**src/rtl/alu_pkg.sv**
```systemverilog
// Shared types for the 65C02 execute stage: op codes, flag masks, FSM states
// and the flag bundle carried between the datapath and the output registers.
package alu_pkg;

    localparam int unsigned DATA_W = 8;
    localparam int unsigned OP_W   = 4;
    localparam int unsigned MASK_W = 4;

    typedef enum logic [OP_W-1:0] {
        OP_ORA = 4'd0,
        OP_AND = 4'd1,
        OP_EOR = 4'd2,
        OP_ADC = 4'd3,
        OP_SBC = 4'd4,
        OP_CMP = 4'd5,
        OP_ASL = 4'd6,
        OP_LSR = 4'd7,
        OP_ROL = 4'd8,
        OP_ROR = 4'd9,
        OP_INC = 4'd10,
        OP_DEC = 4'd11,
        OP_BIT = 4'd12
    } alu_op_t;

    // Flag-mask bit order is {N,V,Z,C}
    localparam logic [MASK_W-1:0] MASK_NONE = 4'b0000;
    localparam logic [MASK_W-1:0] MASK_NZ   = 4'b1010;
    localparam logic [MASK_W-1:0] MASK_NZC  = 4'b1011;
    localparam logic [MASK_W-1:0] MASK_NVZC = 4'b1111;
    localparam logic [MASK_W-1:0] MASK_NVZ  = 4'b1110;

    typedef enum logic [1:0] {
        ST_IDLE    = 2'd0,
        ST_EXEC    = 2'd1,
        ST_DEC_ADJ = 2'd2
    } alu_state_t;

    typedef struct packed {
        logic n;
        logic v;
        logic z;
        logic c;
    } alu_flags_t;

    // Flags outside the op's mask keep their previous value
    function automatic alu_flags_t merge_flags(input alu_flags_t old_f,
                                               input alu_flags_t new_f,
                                               input logic [MASK_W-1:0] mask);
        alu_flags_t f;
        f.n = mask[3] ? new_f.n : old_f.n;
        f.v = mask[2] ? new_f.v : old_f.v;
        f.z = mask[1] ? new_f.z : old_f.z;
        f.c = mask[0] ? new_f.c : old_f.c;
        return f;
    endfunction

endpackage

```
**src/rtl/alu_execute_bcd_adjust.sv**
```systemverilog
// bcd_adjust: combinational 65C02 decimal correction of a binary ADC/SBC result.
// Only instantiated when ALU_DECIMAL_EN is defined.
module bcd_adjust
    import alu_pkg::*;
(
    input  logic [DATA_W-1:0] bin_sum_i,
    input  logic              nibble_carry_i,
    input  logic              carry_i,
    input  alu_op_t           op_i,
    output logic [DATA_W-1:0] adj_o,
    output logic              carry_o
);

    logic [5:0] lo_raw;
    logic [5:0] lo_adj;
    logic [5:0] hi_raw;
    logic [5:0] hi_adj;

    always_comb begin
        lo_raw  = '0;
        lo_adj  = '0;
        hi_raw  = '0;
        hi_adj  = '0;
        adj_o   = bin_sum_i;
        carry_o = carry_i;
        if (op_i == OP_ADC) begin
            // Rebuild the raw nibble sums, then carry the corrected low digit upward
            lo_raw  = {1'b0, nibble_carry_i, bin_sum_i[3:0]};
            lo_adj  = (lo_raw > 6'd9) ? lo_raw + 6'd6 : lo_raw;
            hi_raw  = {1'b0, carry_i, bin_sum_i[7:4]} - 6'(nibble_carry_i)
                      + 6'(lo_adj > 6'd15);
            hi_adj  = (hi_raw > 6'd9) ? hi_raw + 6'd6 : hi_raw;
            adj_o   = {hi_adj[3:0], lo_adj[3:0]};
            carry_o = (hi_adj > 6'd15);
        end else begin
            adj_o = bin_sum_i - (nibble_carry_i ? 8'h00 : 8'h06)
                              - (carry_i ? 8'h00 : 8'h60);
        end
    end

endmodule

```
**src/rtl/alu_execute.sv**
```systemverilog
// 65C02 execute stage: latched operands, registered result/flags/mask.
// Decimal ADC/SBC (extra DEC_ADJ cycle) is built only when ALU_DECIMAL_EN is defined.
module alu_execute
    import alu_pkg::*;
#(
    parameter int unsigned WIDTH = DATA_W
) (
    input  logic              clk,
    input  logic              reset_n,
    input  logic              compute_step,
    input  logic [OP_W-1:0]   alu_op,
    input  logic [WIDTH-1:0]  a_in,
    input  logic [WIDTH-1:0]  b_in,
    input  logic              c_carry,
    input  logic              d_decimal,
    output logic              busy,
    output logic              result_valid,
    output logic [WIDTH-1:0]  result,
    output logic              flag_n,
    output logic              flag_v,
    output logic              flag_z,
    output logic              flag_c,
    output logic [MASK_W-1:0] flag_mask
);

    localparam int unsigned SUM_W = WIDTH + 1;

    alu_state_t        state_q, state_d;
    alu_op_t           op_q;
    logic [WIDTH-1:0]  a_q, b_q;
    logic              cin_q;
    logic              busy_q, busy_d;
    logic              valid_q, valid_d;
    logic [WIDTH-1:0]  result_q, result_d;
    alu_flags_t        flags_q, flags_d;
    logic [MASK_W-1:0] mask_q, mask_d;
    logic              accept;

    logic [WIDTH-1:0]  b_eff;
    logic              cin_eff;
    logic [SUM_W-1:0]  sum;
    logic              v_bin;
    logic [WIDTH-1:0]  ex_res;
    logic              ex_c;
    logic [MASK_W-1:0] ex_mask;
    alu_flags_t        ex_flags;
    logic              dec_path;

    assign accept = (state_q == ST_IDLE) && compute_step;

    // Single-cycle datapath on the latched operands
    always_comb begin
        b_eff   = (op_q == OP_SBC || op_q == OP_CMP) ? ~b_q : b_q;
        cin_eff = (op_q == OP_CMP) ? 1'b1 : cin_q;
        sum     = {1'b0, a_q} + {1'b0, b_eff} + SUM_W'(cin_eff);
        v_bin   = (a_q[WIDTH-1] == b_eff[WIDTH-1]) && (sum[WIDTH-1] != a_q[WIDTH-1]);
        ex_res  = a_q;
        ex_c    = sum[WIDTH];
        ex_mask = MASK_NONE;
        case (op_q)
            OP_ORA: begin ex_res = a_q | b_q; ex_mask = MASK_NZ; end
            OP_AND: begin ex_res = a_q & b_q; ex_mask = MASK_NZ; end
            OP_EOR: begin ex_res = a_q ^ b_q; ex_mask = MASK_NZ; end
            OP_ADC: begin ex_res = sum[WIDTH-1:0]; ex_mask = MASK_NVZC; end
            OP_SBC: begin ex_res = sum[WIDTH-1:0]; ex_mask = MASK_NVZC; end
            OP_CMP: begin ex_res = sum[WIDTH-1:0]; ex_mask = MASK_NZC; end
            OP_ASL: begin ex_res = {a_q[WIDTH-2:0], 1'b0};  ex_c = a_q[WIDTH-1]; ex_mask = MASK_NZC; end
            OP_LSR: begin ex_res = {1'b0, a_q[WIDTH-1:1]};  ex_c = a_q[0];       ex_mask = MASK_NZC; end
            OP_ROL: begin ex_res = {a_q[WIDTH-2:0], cin_q}; ex_c = a_q[WIDTH-1]; ex_mask = MASK_NZC; end
            OP_ROR: begin ex_res = {cin_q, a_q[WIDTH-1:1]}; ex_c = a_q[0];       ex_mask = MASK_NZC; end
            OP_INC: begin ex_res = a_q + WIDTH'(1); ex_mask = MASK_NZ; end
            OP_DEC: begin ex_res = a_q - WIDTH'(1); ex_mask = MASK_NZ; end
            OP_BIT: begin ex_res = a_q; ex_mask = MASK_NVZ; end
            default: begin ex_res = a_q; ex_mask = MASK_NONE; end
        endcase
        ex_flags = '{n: ex_res[WIDTH-1], v: v_bin, z: (ex_res == '0), c: ex_c};
        if (op_q == OP_BIT) begin
            ex_flags = '{n: b_q[WIDTH-1], v: b_q[WIDTH-2], z: ((a_q & b_q) == '0), c: ex_c};
        end
    end

`ifdef ALU_DECIMAL_EN
    logic              d_q;
    logic [SUM_W-1:0]  dsum_q;
    logic              dhc_q;
    logic              dv_q;
    logic [4:0]        lo_sum;
    logic [WIDTH-1:0]  adj;
    logic              adj_c;

    assign lo_sum   = {1'b0, a_q[3:0]} + {1'b0, b_eff[3:0]} + 5'(cin_eff);
    assign dec_path = d_q && (op_q == OP_ADC || op_q == OP_SBC);

    // Binary intermediate held across the adjust cycle
    always_ff @(posedge clk) begin
        if (!reset_n) begin
            d_q    <= 1'b0;
            dsum_q <= '0;
            dhc_q  <= 1'b0;
            dv_q   <= 1'b0;
        end else begin
            if (accept) begin
                d_q <= d_decimal;
            end
            if (state_q == ST_EXEC && dec_path) begin
                dsum_q <= sum;
                dhc_q  <= lo_sum[4];
                dv_q   <= v_bin;
            end
        end
    end

    bcd_adjust u_bcd_adjust (
        .bin_sum_i      (dsum_q[WIDTH-1:0]),
        .nibble_carry_i (dhc_q),
        .carry_i        (dsum_q[WIDTH]),
        .op_i           (op_q),
        .adj_o          (adj),
        .carry_o        (adj_c)
    );
`else
    logic unused_decimal;
    assign unused_decimal = d_decimal;
    assign dec_path       = 1'b0;
`endif

    // Next-state and output-register update
    always_comb begin
        state_d  = state_q;
        valid_d  = 1'b0;
        result_d = result_q;
        flags_d  = flags_q;
        mask_d   = mask_q;
        case (state_q)
            ST_IDLE: begin
                if (compute_step) state_d = ST_EXEC;
            end
            ST_EXEC: begin
                if (dec_path) begin
                    state_d = ST_DEC_ADJ;
                end else begin
                    result_d = ex_res;
                    flags_d  = merge_flags(flags_q, ex_flags, ex_mask);
                    mask_d   = ex_mask;
                    valid_d  = 1'b1;
                    state_d  = ST_IDLE;
                end
            end
`ifdef ALU_DECIMAL_EN
            ST_DEC_ADJ: begin
                result_d = adj;
                flags_d  = '{n: adj[WIDTH-1], v: dv_q, z: (adj == '0), c: adj_c};
                mask_d   = MASK_NVZC;
                valid_d  = 1'b1;
                state_d  = ST_IDLE;
            end
`endif
            default: state_d = ST_IDLE;
        endcase
        busy_d = (state_d != ST_IDLE);
    end

    always_ff @(posedge clk) begin
        if (!reset_n) begin
            state_q  <= ST_IDLE;
            op_q     <= OP_ORA;
            a_q      <= '0;
            b_q      <= '0;
            cin_q    <= 1'b0;
            busy_q   <= 1'b0;
            valid_q  <= 1'b0;
            result_q <= '0;
            flags_q  <= '0;
            mask_q   <= '0;
        end else begin
            state_q  <= state_d;
            busy_q   <= busy_d;
            valid_q  <= valid_d;
            result_q <= result_d;
            flags_q  <= flags_d;
            mask_q   <= mask_d;
            if (accept) begin
                op_q  <= alu_op_t'(alu_op);
                a_q   <= a_in;
                b_q   <= b_in;
                cin_q <= c_carry;
            end
        end
    end

    assign busy         = busy_q;
    assign result_valid = valid_q;
    assign result       = result_q;
    assign flag_n       = flags_q.n;
    assign flag_v       = flags_q.v;
    assign flag_z       = flags_q.z;
    assign flag_c       = flags_q.c;
    assign flag_mask    = mask_q;

endmodule

```
**config.mk**
```make
export PLATFORM = sky130hd
export DESIGN_NAME = alu_execute
export DESIGN_NICKNAME = d
export VERILOG_FILES = /design/src/rtl/alu_pkg.sv /design/src/rtl/alu_execute_bcd_adjust.sv /design/src/rtl/alu_execute.sv
export SDC_FILE = /design/constraint.sdc
export NUM_CORES = 1
export LEC_CHECK = 0
export ABC_AREA = 1
export CAP_MARGIN = 5
export CORE_ASPECT_RATIO = 0.7
export CORE_MARGIN = 5
export CORE_UTILIZATION = 50
export CTS_BUF_LIST = sky130_fd_sc_hd__clkbuf_4 sky130_fd_sc_hd__clkbuf_8 sky130_fd_sc_hd__clkbuf_16
export CTS_CLUSTER_DIAMETER = 120
export DETAILED_ROUTE_END_ITERATION = 10
export PLACE_DENSITY = 0.78
export SLEW_MARGIN = 40
export SYNTH_ARGS = -nofsm -noshare
export SYNTH_HDL_FRONTEND = slang
export SYNTH_SLANG_ARGS = --single-unit
```
**constraint.sdc**
```tcl
create_clock -name clk -period 2.25 [get_ports clk]
set_input_delay 0.45 -clock clk [delete_from_list [all_inputs] [get_ports clk]]
set_output_delay 0.45 -clock clk [all_outputs]
set_load 0.01 [all_outputs]
```
==> impl_metrics.toml <==
[place]
io_buffer_count = 41
placed_cell_area_um2 = 3860
place_congestion = 0.934
dp_hpwl_mm = 7.19

[power]
irDropWorstVdd_mv = 0.271
sw_frac_of_total = 0.363
p_leak_nw = 2.00
combPwrFrac = 0.351
clkPwrFrac = 0.256
power_density_nw_per_um2 = 479
p_total_mw = 2.00
intPower_mw = 1.28
p_sw_uw = 727
p_seq_frac = 0.392

[routing]
wl_mm = 9.69
drt-initial-drc-count = 300
dr_total_vias = 3425
wl_per_cell_um = 15.2
drtAntennaViolNets = 0
routed_via_density = 5.36
drc = 0
first_pass_iters = 5

[global_routing]
grt_pass1_wl_mm = 15.3
first_global_vias = 3211
grt_max_degree = 45
grtUsageTotal = 0.241
grt.overflow.total = 0
grt_antenna_before_repair = 0

[sta]
fin_ws_ns = -0.158
hold_viol_final = 0
setup_tns_ns = -0.396
finalCritPeriodShare = 1.07
setup_viol = 6
max_freq_ghz = 0.415
fin_skew_ns = 0.00353
final_max_slew_viol_count = 0
period_minus_slack_ns = 2.41
grt_setup_unrepaired = "true"

[worst_setup_path]
critical_path_class = "flip-flop to flip-flop"
r2r_cells = 17
cp_max_fo = 4
cp_slowest_stage_delay_ns = 0.35
critPathBufInv = 3
path_cells = "inv_4 > nand3_4 > xor2_4 > fa_2 > inv_2 > fa_2 > inv_2 > nand2_4 > nand2_1 > a21oi_1 > nor2_1 > nand3_1 > nand2_1 > nand2_1 > nor2_1 > nand4_1 > a21oi_1"
path_common_cell = "nand2_1"
cp_slowest_cell = "dfxtp_2"
endpoint_kind = "flip-flop"
critPathLaunchType = "flip-flop"
arrival_ns = 2.65
required_ns = 2.49
crit_cells = 17
critPathTopFamily = "simple AND/OR/NAND/NOR gates"

[floorplanning]
die_area_um2 = 7860
die_h_um = 75.7
start_util = 0.528
num_io_pins = 43
core_um2 = 5840
die_x_um = 104
num_rows = 23

[status]
status = "finished, violations left"
violations = "negative setup slack"

[synthesis]
synth_area_leaders = "dfxtp_1, nand2_1, ha_1, a21oi_1, inv_1"
synth_edf_count = 0
yosysMostFrequentCell = "nand2_1"
yosysSeqAreaShare = 0.260
synth-async-reset-ratio = 0
synth_commonest_cells = "nand2_1, inv_1, a21oi_1, nor2_1, nand3_1"
syn-mean-instance-area_um2 = 6.44
syn-num-nets = 536
syn_inst = 479
ys.flop_type = "dfxtp_1"
ys_warn_count = 0
syn_area_um2 = 3080
synth_cell_types = 33
yosys.area.top_type_share = 0.260
synth_largest_area_cell = "dfxtp_1"
ys_ff_latch = 40

[clocking]
h-tree-depth = 2
clock_latency_ns = 0.31
cts_tree = "built"
path_clk_slew_ns = 0.09
cts_buffer_depth = 2
cts_made_buffers = 5
cts.sinks = 40
cts_root_buf = "clkbuf_8"

[cells_and_area]
seqCellArea_um2 = 806
area_delta_synth_final_pct = 35.6
fin_util = 0.715
multi_input_area_um2 = 2160
nets = 620
final_area_um2 = 4180
insertedDiodeCount = 0
drive_gt1_frac = 0.204
n_fill_cell = 493

[worst_hold_path]
worstHoldPathType = "flip-flop to flip-flop"
whs_path_depth = 2

[run]
cap_violations = 0
[state kept, by name, summed over array words and instances, names as in the netlist, 2 cells and up]
| signal | count |
|---|---|
| op_q | 4 |
| a_q | 8 |
| b_q | 8 |
| flag_mask | 3 |
| state_q | 2 |
| result | 8 |
[cells in the final DEF, fill, tap and decap left out, types with 2 or more instances in the layout]
cell	netlist	layout
a21oi_1	45	41
a21oi_2	1	4
buf_4	2	46
clkbuf_8	0	5
clkdlybuf4s50_1	0	41
clkinv_2	0	2
dfxtp_1	40	36
dfxtp_2	0	4
fa_2	0	2
ha_1	29	26
ha_4	0	2
inv_1	60	56
inv_2	3	6
nand2_1	122	111
nand2_2	5	13
nand2_4	0	3
nand3_1	41	38
nand3_2	1	3
nand3b_1	5	5
nand4_1	7	7
nor2_1	42	38
nor2_2	5	7
nor2_4	0	2
nor4_1	2	2
o21ai_0	34	33
or2_2	3	2
xor2_1	9	5
xor2_2	0	3
[layer usage]
layer | track usage | share of wire
met1 | 0.326 | 0.45
met2 | 0.395 | 0.45
met3 | 0.0483 | 0.083
met4 | 0.0790 | 0.017
met5 | 0 | 0
[power groups by stage]
stage	sequential, mW	clock [mW]	combinational, mW
6_report	0.786	0.514	0.704
3_5_place_dp	0.799	0	0.606
5_1_grt	0.790	0.546	0.773
2_1_floorplan	0.793	0	0.354
3_3_place_gp	0.797	0	0.591
4_1_cts	0.783	0.514	0.624
[kinds of logic (layout without fill, tap and decap cells)]
group | after synthesis | after routing | synth area share
DFF | 40 | 40 | 0.260
buffers and inverters | 76 | 161 | 0.0998
and+or+nand+nor | 236 | 236 | 0.333
AOI/OAI and AO/OA | 85 | 85 | 0.144
other | 1 | 1 | 0.00122
xor gates and xnor gates | 9 | 9 | 0.0256
adders and majority gates | 32 | 32 | 0.137
[worst reg2reg max path: stages, from the launching register on]
cell and delay, ns:
dfxtp_2 0.35, inv_4 0.07, nand3_4 0.11, xor2_4 0.18, fa_2 0.24, inv_2 0.04
fa_2 0.35, inv_2 0.08, nand2_4 0.06, nand2_1 0.08, a21oi_1 0.05, nor2_1 0.10
nand3_1 0.08, nand2_1 0.11, nand2_1 0.06, nor2_1 0.16, nand4_1 0.11, a21oi_1 0.12
[stage by stage]
stage                     hold WS (ns)  cells  worst slack, ns
after floorplan                  0.451    479          -0.0543
after global placement           0.455    624           -0.201
after detailed placement         0.458    624           -0.238
after CTS                        0.474    633          -0.0852
after global routing             0.494    639           -0.324
final                            0.472    639           -0.158
[cell type report]
class	instances	area share
well taps	75	0.0225
clock inverters	3	0.00449
multi-input cells	363	0.517
clock buffers	5	0.0165
inverters	64	0.0581
repair buffers	89	0.188
flip-flops and latches	40	0.193
[repair_timing]
item                       in CTS  in global routing
setup buffers                   1                  6
hold buffers                    0                  0
setup endpoints to repair       8                 11
pin swaps                       9                 28
gates resized for setup        13                 34
[worst paths after layout]
check,start,to,slack [ns]
hold reg to reg,flag_mask[0]$_SDFFE_PN0P_,flag_mask[0]$_SDFFE_PN0P_,0.47
setup reg to reg,op_q[3]$_SDFFE_PN0P_,flag_z$_SDFFE_PN0P_,-0.16
hold / removal,flag_mask[0]$_SDFFE_PN0P_,flag_mask[0]$_SDFFE_PN0P_,0.47
setup / recovery,op_q[3]$_SDFFE_PN0P_,flag_z$_SDFFE_PN0P_,-0.16
Note: power is estimated with default switching activity, not from simulation.
